===== src/rtl/period_meter.sv =====
// Measures period and high time of an asynchronous periodic input in clock_in cycles,
// publishing each result with a one-cycle valid strobe and flagging loss of signal.
module period_meter #(
  parameter int unsigned      WIDTH   = 28,
  parameter logic [WIDTH-1:0] TIMEOUT = 28'd50_000_000
) (
  input  logic             clock_in,
  input  logic             reset,
  input  logic             signal_in,
  output logic [WIDTH-1:0] period_out,
  output logic [WIDTH-1:0] high_out,
  output logic             valid,
  output logic             timeout
);

  localparam logic [WIDTH-1:0] TMO_LAST = TIMEOUT - WIDTH'(1);

  typedef enum logic {
    IDLE,
    MEASURE
  } state_e;

  state_e           state_q, state_d;
  logic             q1_q, q1_d;
  logic             q2_q, q2_d;
  logic             prev_q, prev_d;
  logic [WIDTH-1:0] cnt_q, cnt_d;
  logic [WIDTH-1:0] hold_q, hold_d;
  logic [WIDTH-1:0] period_q, period_d;
  logic [WIDTH-1:0] high_q, high_d;
  logic             valid_q, valid_d;
  logic             timeout_q, timeout_d;

  logic rise;
  logic fall;
  logic tmo_hit;

  // Synchronizer and prev load 1 in reset so a signal already high at release is not a rise.
  always_ff @(posedge clock_in) begin
    if (reset) begin
      state_q   <= IDLE;
      q1_q      <= 1'b1;
      q2_q      <= 1'b1;
      prev_q    <= 1'b1;
      cnt_q     <= '0;
      hold_q    <= '0;
      period_q  <= '0;
      high_q    <= '0;
      valid_q   <= 1'b0;
      timeout_q <= 1'b0;
    end else begin
      state_q   <= state_d;
      q1_q      <= q1_d;
      q2_q      <= q2_d;
      prev_q    <= prev_d;
      cnt_q     <= cnt_d;
      hold_q    <= hold_d;
      period_q  <= period_d;
      high_q    <= high_d;
      valid_q   <= valid_d;
      timeout_q <= timeout_d;
    end
  end

  always_comb begin
    q1_d    = signal_in;
    q2_d    = q1_q;
    prev_d  = q2_q;
    rise    = q2_q & ~prev_q;
    fall    = ~q2_q & prev_q;
    tmo_hit = (cnt_q == TMO_LAST);
  end

  always_comb begin
    state_d = state_q;
    if (rise) begin
      state_d = MEASURE;
    end else if (tmo_hit) begin
      state_d = IDLE;
    end
  end

  // A rise wins over a coincident timeout, so a period of exactly TIMEOUT is measurable.
  always_comb begin
    cnt_d     = cnt_q + WIDTH'(1);
    hold_d    = hold_q;
    period_d  = period_q;
    high_d    = high_q;
    valid_d   = 1'b0;
    timeout_d = timeout_q;
    if (rise) begin
      cnt_d = '0;
      if (state_q == MEASURE) begin
        period_d  = cnt_q + WIDTH'(1);
        high_d    = hold_q;
        valid_d   = 1'b1;
        timeout_d = 1'b0;
      end
    end else if (tmo_hit) begin
      cnt_d     = '0;
      period_d  = '0;
      high_d    = '0;
      timeout_d = 1'b1;
    end else if (fall && (state_q == MEASURE)) begin
      hold_d = cnt_q + WIDTH'(1);
    end
  end

  assign period_out = period_q;
  assign high_out   = high_q;
  assign valid      = valid_q;
  assign timeout    = timeout_q;

endmodule


===== config.mk =====
export PLATFORM = sky130hd
export DESIGN_NAME = period_meter
export DESIGN_NICKNAME = d
export VERILOG_FILES = /design/src/rtl/period_meter.sv
export SDC_FILE = /design/constraint.sdc
export NUM_CORES = 1
export LEC_CHECK = 0
export CORE_MARGIN = 2
export CORE_UTILIZATION = 45
export CTS_BUF_LIST = sky130_fd_sc_hd__clkbuf_4
export DETAILED_ROUTE_END_ITERATION = 7
export PLACE_DENSITY = 0.68
export SYNTH_ARGS = -nofsm -noshare
export SYNTH_HDL_FRONTEND = slang
export SYNTH_SLANG_ARGS = --single-unit

===== constraint.sdc =====
create_clock -name clock_in -period 2.6 [get_ports clock_in]
set_input_delay 0.39 -clock clock_in [delete_from_list [all_inputs] [get_ports clock_in]]
set_output_delay 0.39 -clock clock_in [all_outputs]
set_load 0.01 [all_outputs]

==> flow_metrics.env <==
export IMPL_synth_cells=389
export IMPL_cts_clk_slew_worst_paths_ns=0.09
export IMPL_yosysTopAreaCellShare=0.5721
export IMPL_worstSetupPathType="reg -> reg"
export IMPL_grt_setup_unrepaired="no"
export IMPL_grt_overflow_total=0
export IMPL_ys_ff_latch=118
export IMPL_grt_first_pass_wirelength_um=14610
export IMPL_syn_nets=393
export IMPL_ys_top_cells_by_area="dfxtp_1 57%, a22o_1 6.2%, nor2_1 5.8%"
export IMPL_syn_to_final_growth_pct=22.97
export IMPL_nNetsFinal=456
export IMPL_cts_buffer_depth=2
export IMPL_initial_core_util=0.4689
export IMPL_routed_via_count=3046
export IMPL_cts_resized=0
export IMPL_core_um2=8806
export IMPL_grt_pass1_vias=3039
export IMPL_drive_gt1_frac=0.1013
export IMPL_start_kind="flop"
export IMPL_cts_root_buf="clkbuf_4"
export IMPL_max_freq_ghz=0.4589
export IMPL_layout_commonest_cell="dfxtp_1"
export IMPL_syn_avg_cell_area_um2=10.61
export IMPL_yosys_warnings=0
export IMPL_layout_common_cells="118 x dfxtp_1, 64 x nor2_1, 60 x clkdlybuf4s50_1"
export IMPL_netlist_area_um2=4129
export IMPL_clkSinkCount=118
export IMPL_ios=61
export IMPL_worst_pin_slew_ns=0.4704
export IMPL_drtIter0Drc=93
export IMPL_vias_per_cell=5.325
export IMPL_seq_area_frac_synth=0.5721
export IMPL_cts_hold_fix_buffers=0
export IMPL_cts_setup_buffers=0
export IMPL_post_drt_wl_per_cell_um=15.08
export IMPL_hpwlAfterDp_um=5773
export IMPL_period_needed_ns=2.179
export IMPL_regArea_um2=2362
export IMPL_synth_cell_types=35
export IMPL_fin_crit_sh=0.8382
export IMPL_maxCapViolCount=0
export IMPL_clk_latency_ns=0.49
export IMPL_p_leak_uw=0.001722
export IMPL_gp_congestion=0.8268
export IMPL_cts_htree_levels=4
export IMPL_die_area_um2=9958
export IMPL_fp_dieH_um=99.79
export IMPL_synth_top_cell_by_area="dfxtp_1"
export IMPL_final_max_slew_viol_count=0
export IMPL_status="completed"
export IMPL_finalInstanceArea_um2=5077
export IMPL_antenna_found_initial=0
export IMPL_drc=0
export IMPL_fin_setup_tns_ns=0
export IMPL_rows=34
export IMPL_relSlewSlack=0.6853
export IMPL_ant_nets=0
export IMPL_placed_cell_area_um2=4827
export IMPL_n_fill_cell=764
export IMPL_finClkSkew_ns=0.01190
export IMPL_pwr_density_cell_nw_per_um2=606.0
export IMPL_grt_max_degree=44
export IMPL_grt_usage=0.1864
export IMPL_antennaDiodeCount=0
export IMPL_hold_worst_slack_ns=0.4152
export IMPL_wl_um=8623
export IMPL_worstPathMaxFanout=30
export IMPL_cts_buffers_inserted=17
export IMPL_hold_viol_final=0
export IMPL_worstPathRequired_ns=2.98
export IMPL_crit_arrival_ns=2.56
export IMPL_multi_input_area_um2=1645
export IMPL_drtPass1Iterations=4
export IMPL_setup_viol=0
export IMPL_end_kind="flop"
export IMPL_cts_tree="done"
export IMPL_peakVddDrop_mv=0.3072
export IMPL_hp_class="reg -> reg"
export IMPL_fp_dieW_um=99.79
export IMPL_port_buffers=60
## routing by layer
metal	vias to the layer above	global-route usage	share of wire
met5	-	0	0
met4	0	0.07692	0.0066
met3	4	0.05292	0.038
met2	55	0.2916	0.46
met1	1448	0.2437	0.49
li1	1539	-	-
## critical path, cell delays in order (launching register included)
cell,delay [ns]
dfxtp_1,0.42
ha_1,0.24
nand4_1,0.15
nor3_2,0.32
nor4b_4,0.39
a21oi_4,0.10
buf_4,0.24
a22o_1,0.22
## flip-flops by register name, indices dropped and copies added, names as in the netlist
signal,count
cnt_q,28
high_out,28
hold_q,28
period_out,28
prev_d,1
prev_q,1
q1_q,1
state_q,1
timeout,1
valid,1
## worst paths after layout
check / from / endpoint / slack, ns / depth (start not counted)
min reg2reg: q1_q / prev_d / 0.42 / 1
min: q1_q / prev_d / 0.42 / 1
max: cnt_q[0] / high_out[19] / 0.42 / 7
max reg2reg: cnt_q[0] / high_out[19] / 0.42 / 7
## where the power goes
part | internal, uW | switching [uW]
logic | 20.1 | 44.8
clock network | 554 | 635
registers | 1820 | 7.79
total | 2390 | 687
## synthesized netlist by cell type (all sizes together)
cell type	n
a211oi	27
o2bb2ai	27
or3	1
a22o	29
xor2	15
a21oi	3
nand4	12
or4b	1
nor4b	2
nor2	64
a22oi	1
or2	4
nand3b	1
xnor2	11
nand2b	3
dfxtp	118
nor3	4
nor4	6
and3	5
mux2i	1
nand3	11
nor4bb	1
nor2b	1
clkbuf	12
nand2	12
inv	3
ha	1
and4	1
buf	12
## cells by family (layout without fill, tap and decap cells)
| family | Yosys count | count (layout) | share of synthesized area |
|---|---|---|---|
| and+or+nand+nor | 129 | 129 | 0.1591 |
| DFF | 118 | 118 | 0.5721 |
| AOI/OAI and AO/OA | 87 | 87 | 0.1742 |
| buffers and inverters | 27 | 102 | 0.03394 |
| xor gates and xnor gates | 26 | 26 | 0.05515 |
| adders and majority gates | 1 | 1 | 0.003030 |
| muxes | 1 | 1 | 0.002424 |
## area by class of cell
type / count / area share
flip-flops and latches: 118 / 0.4653
multi-input cells: 244 / 0.3241
repair buffers: 68 / 0.1326
clock buffers: 18 / 0.02661
well taps: 108 / 0.02661
clock inverters: 13 / 0.02267
inverters: 3 / 0.002218
## metrics by stage
stage	cells	power (uW)	worst slack, ns	utilization
finish	572	3077	0.4206	0.5766
global route	572	3216	0.2363	0.5766
CTS	572	3111	0.4031	0.5766
detailed placement	541	1931	0.4266	0.5482
global placement	541	1929	0.5291	0.5482
floorplan	389	1916	0.6708	-
Power figures use the tool's default switching activity.
